### src/rtl/io_tx_buffer.sv
// io_tx_buffer: byte FIFO between a memory-mapped CPU port and a UART transmitter.
// Latency: a byte written at edge N is visible on tx_data/tx_valid after edge N.
// Backpressure: io_buffer_full warns the CPU early; writes into a full FIFO are dropped and flagged.
//
// Ports:
//   clk_in, rst_in          clock and synchronous active-high reset
//   rdy_in                  CPU ready; bus writes only count while high
//   mem_a, mem_dout, mem_wr CPU address, write data, write strobe
//                           0x30000 = data byte (0x00 ignored), 0x30004 = stop request
//   io_buffer_full          free slots <= FULL_MARGIN (combinational)
//   tx_data, tx_valid       head byte and non-empty indication toward the UART
//   tx_ready                UART takes the head byte at this edge
//   program_done            sticky: stop requested and FIFO fully drained
//   overflow                sticky: a data byte was dropped because the FIFO was full
//
// Optional feature: define IO_TX_STOP_NUL_EN to append a 0x00 terminator
// after the last data byte when a stop is requested.
module io_tx_buffer #(
  parameter int DEPTH_LOG2  = 4,
  parameter int FULL_MARGIN = 2
) (
  input  logic        clk_in,
  input  logic        rst_in,
  input  logic        rdy_in,
  input  logic [31:0] mem_a,
  input  logic [7:0]  mem_dout,
  input  logic        mem_wr,
  output logic        io_buffer_full,
  output logic [7:0]  tx_data,
  output logic        tx_valid,
  input  logic        tx_ready,
  output logic        program_done,
  output logic        overflow
);

  localparam int DEPTH = 1 << DEPTH_LOG2;
  localparam int PW    = DEPTH_LOG2;
  localparam int CW    = DEPTH_LOG2 + 1;
  localparam logic [CW-1:0] FULL_CNT   = CW'(DEPTH);
  localparam logic [CW-1:0] MARGIN_CNT = CW'(FULL_MARGIN);

  typedef enum logic [1:0] {
    ST_RUN       = 2'd0,
    ST_STOP_PEND = 2'd1,
    ST_DRAIN     = 2'd2,
    ST_DONE      = 2'd3
  } state_t;

  state_t        state_q, state_d;
  logic [PW-1:0] wr_ptr_q, wr_ptr_d;
  logic [PW-1:0] rd_ptr_q, rd_ptr_d;
  logic [CW-1:0] count_q, count_d;
  logic          ovf_q, ovf_d;
  logic [7:0]    mem_q [DEPTH];

  logic       bus_sel;
  logic       data_wr;
  logic       stop_wr;
  logic       deq;
  logic       enq;
  logic [7:0] enq_dat;
  logic       is_full;
  logic       unused_addr_bits;

  // Only bits 17:16 and 2 participate in the decode; the rest are don't-care.
  assign unused_addr_bits = ^{mem_a[31:18], mem_a[15:3], mem_a[1:0]};

  assign bus_sel = mem_wr && rdy_in && (mem_a[17:16] == 2'b11);
  assign data_wr = bus_sel && !mem_a[2];
  assign stop_wr = bus_sel && mem_a[2];

  assign is_full  = (count_q == FULL_CNT);
  assign tx_valid = (count_q != '0);
  assign tx_data  = mem_q[rd_ptr_q];
  // Dequeue is independent of the FSM and of rdy_in so draining never stalls.
  assign deq      = tx_valid && tx_ready;

  assign io_buffer_full = ((FULL_CNT - count_q) <= MARGIN_CNT);
  assign program_done   = (state_q == ST_DONE);
  assign overflow       = ovf_q;

  always_comb begin
    state_d = state_q;
    enq     = 1'b0;
    enq_dat = mem_dout;
    ovf_d   = ovf_q;

    case (state_q)
      ST_RUN: begin
        if (data_wr && (mem_dout != 8'h00)) begin
          // A full FIFO still accepts if the head leaves in the same cycle.
          if (!is_full || deq) begin
            enq = 1'b1;
          end else begin
            ovf_d = 1'b1;
          end
        end else if (stop_wr) begin
`ifdef IO_TX_STOP_NUL_EN
          state_d = ST_STOP_PEND;
`else
          state_d = ST_DRAIN;
`endif
        end
      end
      ST_STOP_PEND: begin
`ifdef IO_TX_STOP_NUL_EN
        // Terminator waits for room rather than being dropped, so it never flags overflow.
        enq_dat = 8'h00;
        if (!is_full || deq) begin
          enq     = 1'b1;
          state_d = ST_DRAIN;
        end
`else
        state_d = ST_DRAIN;
`endif
      end
      ST_DRAIN: begin
        if (count_q == '0) begin
          state_d = ST_DONE;
        end
      end
      ST_DONE: begin
        state_d = ST_DONE;
      end
      default: begin
        state_d = ST_RUN;
      end
    endcase
  end

  always_comb begin
    wr_ptr_d = wr_ptr_q;
    rd_ptr_d = rd_ptr_q;
    count_d  = count_q;
    if (enq) begin
      wr_ptr_d = wr_ptr_q + PW'(1);
    end
    if (deq) begin
      rd_ptr_d = rd_ptr_q + PW'(1);
    end
    case ({enq, deq})
      2'b10:   count_d = count_q + CW'(1);
      2'b01:   count_d = count_q - CW'(1);
      default: count_d = count_q;
    endcase
  end

  always_ff @(posedge clk_in) begin
    if (rst_in) begin
      state_q  <= ST_RUN;
      wr_ptr_q <= '0;
      rd_ptr_q <= '0;
      count_q  <= '0;
      ovf_q    <= 1'b0;
    end else begin
      state_q  <= state_d;
      wr_ptr_q <= wr_ptr_d;
      rd_ptr_q <= rd_ptr_d;
      count_q  <= count_d;
      ovf_q    <= ovf_d;
    end
  end

  // Storage is not reset; count gates visibility of stale entries.
  // When full, wr_ptr == rd_ptr: the head is read before this edge overwrites it.
  always_ff @(posedge clk_in) begin
    if (enq && !rst_in) begin
      mem_q[wr_ptr_q] <= enq_dat;
    end
  end

endmodule

### config.mk
export PLATFORM = sky130hd
export DESIGN_NAME = io_tx_buffer
export DESIGN_NICKNAME = d
export VERILOG_FILES = /design/src/rtl/io_tx_buffer.sv
export SDC_FILE = /design/constraint.sdc
export NUM_CORES = 1
export LEC_CHECK = 0
export BUFFER_PORTS_ARGS = -buffer_cell sky130_fd_sc_hd__buf_2
export CAP_MARGIN = 20
export CORE_MARGIN = 8
export CORE_UTILIZATION = 42
export CTS_CLUSTER_SIZE = 25
export DETAILED_ROUTE_END_ITERATION = 8
export PLACE_DENSITY_LB_ADDON = 0.15
export REMOVE_ABC_BUFFERS = 1
export SLEW_MARGIN = 20
export SYNTH_ARGS = -nofsm -noshare
export SYNTH_HDL_FRONTEND = slang
export SYNTH_SLANG_ARGS = --single-unit
### constraint.sdc
create_clock -name clk_in -period 3.17 [get_ports clk_in]
set_input_delay 0.634 -clock clk_in [delete_from_list [all_inputs] [get_ports clk_in]]
set_output_delay 0.634 -clock clk_in [all_outputs]
set_load 0.05 [all_outputs]
=== Yosys cells after proc, flatten, opt, wreduce, memory -nomap -nowiden ===
Memories as Yosys holds them, arrays and structs flattened. A register that Yosys moved wholly into a read port is not among the register bits.
Cells that the tools add are included.

* Add/subtract/negate cells: 5
* Magnitude comparators: 1
* Eq/ne operators: 10
* Muxes and demuxes: 12
* Bitwise gates (word level): 1
* Reduce and logical (&&, ||, !) cells: 18

{| class="wikitable"
|+ Operators with widths
! operator !! number
|-
| one-hot mux 5 bit (2 select lines) || 1
|-
| adder 4 x 1 -> 4 bit, second input constant || 2
|-
| == test 2 bit, second input constant || 4
|-
| 2-to-1 mux 4 bit || 2
|-
| one-hot mux 2 bit (4 select lines) || 1
|-
| nonzero test 8 bit || 1
|-
| logical AND 1 bit || 7
|-
| 2-to-1 mux 2 bit || 3
|-
| inequality test 2 bit, second input constant || 3
|-
| AND reduction 3 bit || 2
|-
| adder 5 x 1 -> 5 bit, second input constant || 1
|-
| == test 5 bit, second input constant || 1
|-
| less-or-equal comparator 5 x 2 -> 1 bit, second input constant || 1
|-
| zero test 5 bit || 1
|-
| 2-to-1 mux 1 bit || 5
|-
| nonzero test 5 bit || 1
|-
| subtractor 5 x 1 -> 5 bit, second input constant || 1
|-
| subtractor 5 bit, first input constant || 1
|-
| == test 2 x 1 -> 1 bit, second input constant || 2
|-
| zero test 1 bit || 3
|-
| zero test 2 bit || 1
|-
| nonzero test 2 bit || 1
|-
| logical OR 1 bit || 1
|-
| inverter 1 bit || 1
|}

* Register bits after elaboration: 16
* Bits in writable memories: 128
* Input port bits: 45
* Word-level logic and storage cells: 53
* Memories kept: 1

{| class="wikitable"
|+ Memory list
! name !! depth !! width !! read ports !! clocked after memory_dff !! write ports !! line !! RTL
|-
| mem_q || 16 || 8 || 1 || 1 || 1 || 54 || <nowiki>logic [7:0] mem_q [DEPTH];</nowiki>
|}

=== Longest topological paths before layout ===
* Depth in word-level cells: 9
* Depth in mapped cells: 14

=== Worst setup path before layout ===
Ideal clock, no wire load.

* Path kind: flip-flop to flip-flop
* Start: register count_q[0]
* End: register count_q[4]
* Arrival time: 3.095 ns
* Data required time: 3.099 ns
* Slack: 0.005 ns
* Cell stages (with the launch flop): 15
* Path buffers: 1
* Period minus slack after synthesis: 3.165 ns
* Cells stage by stage: dfxtp_1 inv_1 ha_1 nor3b_1 ha_1 nand2b_1 nand2_1 clkbuf_1 nand2_1 ha_1 fa_1 nand3_1 a21oi_1 or4_1 a21oi_1

* Word-level cells in the longest chain between the ends: 8

{| class="wikitable"
|+ Ends and longest elaborated chain
! item !! line !! RTL
|-
| start: declaration || 52 || <nowiki>logic [CW-1:0] count_q, count_d;</nowiki>
|-
| start signal: assignment || 159 || <nowiki>count_q <= count_d;</nowiki>
|-
| == test 5 bit / nonzero test 5 bit (equally long branches) || 72, 73 ||
|-
| zero test 1 bit / logical AND 1 bit (equally long branches) || 92, 76 ||
|-
| logical OR 1 bit || 92 || <nowiki>if (!is_full || deq) begin</nowiki>
|-
| 2-to-1 mux 1 bit || 92 ||
|-
| 2-to-1 mux 1 bit || 90 || <nowiki>if (data_wr && (mem_dout != 8'h00)) begin</nowiki>
|-
| 2-to-1 mux 1 bit || 88 || <nowiki>case (state_q)</nowiki>
|-
| == test 2 x 1 -> 1 bit / == test 2 bit (equally long branches) || 141 || <nowiki>case ({enq, deq})</nowiki>
|-
| one-hot mux 5 bit (2 select lines) / nonzero test 2 bit (equally long branches) || n/a ||
|}

Parallel ways exist; a longest one is shown, timed or not.
A chain may end at the register's enable or synchronous reset.

==> results.ini <==
[status]
status=complete, no violations

[drt]
drtIter0Drc=238
antenna_left=0
wl_um=12200
viasPerCell=5.25
drc=0
drtPass1Iterations=4
vias=3171
wire_per_inst_um=20.2

[global_routing]
grt_pass1_wl_um=19100
grt_pass1_vias=3423
grt_max_degree=33
gr-usage-all-layers_pct=14.5
antenna_found_initial=0
gr-total-overflow=0

[cts]
cts_tree=yes
cts_num_sinks=148
numCtsBuffers=17
ctsHoldBuffers=0
htreeDepth=4
ctsLongestPathBuffers=2
clk_latency_ps=420
root_buffer=clkbuf_16
clkTransAtPathRegs_ps=50

[critical_path]
critPathMaxStageDelay_ps=560
endpoint_kind=output port
cp.arrival_ps=2260
crit_chain=buf_12 -> mux4_2 -> a22oi_1 -> nand2_1 -> buf_2
cp_num_buf_inv=2
worstSetupPathType=reg2out
critPathTopFamily=multiplexers
worstPathRequired_ps=2540
crit_path_start_kind=register
cp_slowest_cell=mux4_2
crit_fanout=32
r2r-start=count_q[0]$_SDFFE_PP0P_

[timing]
fin_crit_sh_pct=91.4
rsz0062_at_grt=false
fin_hold_ws_ps=466
finClkSkew_ps=7.17
maxSlewHeadroom_pct=53.7
drv_slew=0
finalSetupViolCount=0
fin_ws_ps=274
max_freq_ghz=0.345
hold_viol_final=0
worst-slew-pin-transition_ps=692
fin_crit_ps=2900

[synth]
synthArstFlopShare_pct=0
syn_area_um2=5950
synth_edf_count=128
synth_area_leaders=edfxtp_1, mux4_2, dfxtp_1, ha_1, a22oi_1
ys_ff_latch=148
yosysSeqAreaShare_pct=71.3
syn_area_per_cell_um2=17.3
synth_top_cell_by_area=edfxtp_1
synth_warnings=0
synth_ff_type=edfxtp_1
syn_inst=344
ys_types=36
synth_top_area_share_pct=64.6
synthMostInstantiatedCell=edfxtp_1
synth_common_cells=edfxtp_1, mux4_2, nor2_1

[floorplan]
core.rowCount=43
die_h_um=135
start_util_pct=42.9
die_width_um=135
core-area_um2=13900
die_area_um2=18200
pin_count=57

[placed_design]
pre_cts_ws_ps=29.9
placed_cell_area_um2=6540
place_congestion=0.735
io_buffers=27
place_hpwl_um=8230

[finish]
n_fill_cell=1179
fin_area_um2=7110
syn_to_final_growth_pct=19.4
drive_gt1_share_pct=30.2
n_antenna_cell=0
layout.nets=470

[power_and_ir_drop]
p_leak_nw=2.42
peakVddDrop_uv=315
p_per_area_nw_per_um2=588

[hold_path]
min-delay-start=overflow$_SDFFE_PP0P_
hold_path.class=reg2reg

[job]
drv_cap=0

==> cell usage in the layout, fill, tap and decap left out, types with 2 or more instances in the layout <==
cell type	synthesis	routed
a21o_1	3	3
a21oi_1	11	10
a22oi_1	16	16
and2_1	2	2
and3_1	2	2
buf_12	0	2
buf_2	2	27
buf_4	3	34
clkbuf_1	5	8
clkbuf_16	0	18
clkbuf_8	0	3
dfxtp_1	20	19
edfxtp_1	128	128
ha_1	13	11
inv_1	11	11
mux4_2	32	32
nand2_1	19	19
nand3_1	6	6
nand4_1	3	3
nor2_1	32	32
nor2b_1	4	4
nor4_1	3	3
o21ai_0	3	3
or3_1	3	3
xnor2_1	2	2
xor2_1	3	3
==> layout make-up <==
class / instances / area (um2) / share of cell area, %
multi-input combinational: 170 / 1620 / 22.8
sequential: 148 / 4250 / 59.7
tap: 180 / 225 / 3.17
inverter: 11 / 41.3 / 0.581
clock buffer: 29 / 522 / 7.34
clock inverter: 3 / 20.0 / 0.282
timing repair buffer: 63 / 430 / 6.06
==> repair_timing <==
action / 4_1_cts / 5_1_grt
buffers inserted: 0 / 0
gates resized for setup: 0 / 5
endpoints found under the setup margin: 0 / 2
==> cell families after synthesis <==
| logic type | count (synthesis) | share of synthesized area (%) |
|---|---|---|
| flops | 148 | 71.3 |
| compound gates | 37 | 4.16 |
| xor+xnor | 5 | 0.736 |
| simple gates | 80 | 6.33 |
| fa+ha+maj | 14 | 3.07 |
| mux | 34 | 12.5 |
| buf+inv | 26 | 1.87 |
==> state kept, by name (all words and copies together) (netlist names), named ones only <==
signal	cells
overflow	1
state_q	2
wr_ptr_q	4
count_q	5
rd_ptr_q	4
mem_q	128
==> stage by stage <==
stage               utilization (%)  std cells  TNS (ps)  power (W)
floorplan                         -        329      -364    0.00231
global placement               47.1        572         0    0.00240
detailed placement             47.1        572         0    0.00240
CTS                            51.0        604         0    0.00422
global route                   51.2        604         0    0.00432
finish                         51.2        604         0    0.00418
==> final timing paths <==
path                                                end  slack [ps]  depth (start not counted)
worst max-delay path                         tx_data[0]         270                          5
worst min-delay path              overflow$_SDFFE_PP0P_         470                          2
worst max register to register  count_q[4]$_SDFFE_PP0P_         280                         13
worst min register to register    overflow$_SDFFE_PP0P_         470                          2
==> tightest hold or removal path, delay by kind of cell, from the launching register on <==
| family | cells | cell delay, ps |
|---|---|---|
| AO/OA/AOI/OAI | 1 | 40 |
| flip-flops | 1 | 320 |
| AND/OR/NAND/NOR | 1 | 70 |
==> power by group <==
group          switching (W)  total, W  internal (W)
clock               0.000705   0.00181       0.00111
combinational       0.000142  0.000237     0.0000948
sequential        0.00000506   0.00213       0.00212
==> metal layers <==
metal / vias to the layer above / share of wire [%] / wire length [um] / global-route usage (%)
met5: - / 0 / 0 / 0
met4: 0 / 1.7 / 210 / 6.48
met3: 16 / 4.7 / 569 / 4.23
met2: 59 / 50 / 6100 / 24.0
met1: 1616 / 44 / 5320 / 17.2
li1: 1480 / - / - / -
Power figures use the tool's default switching activity.
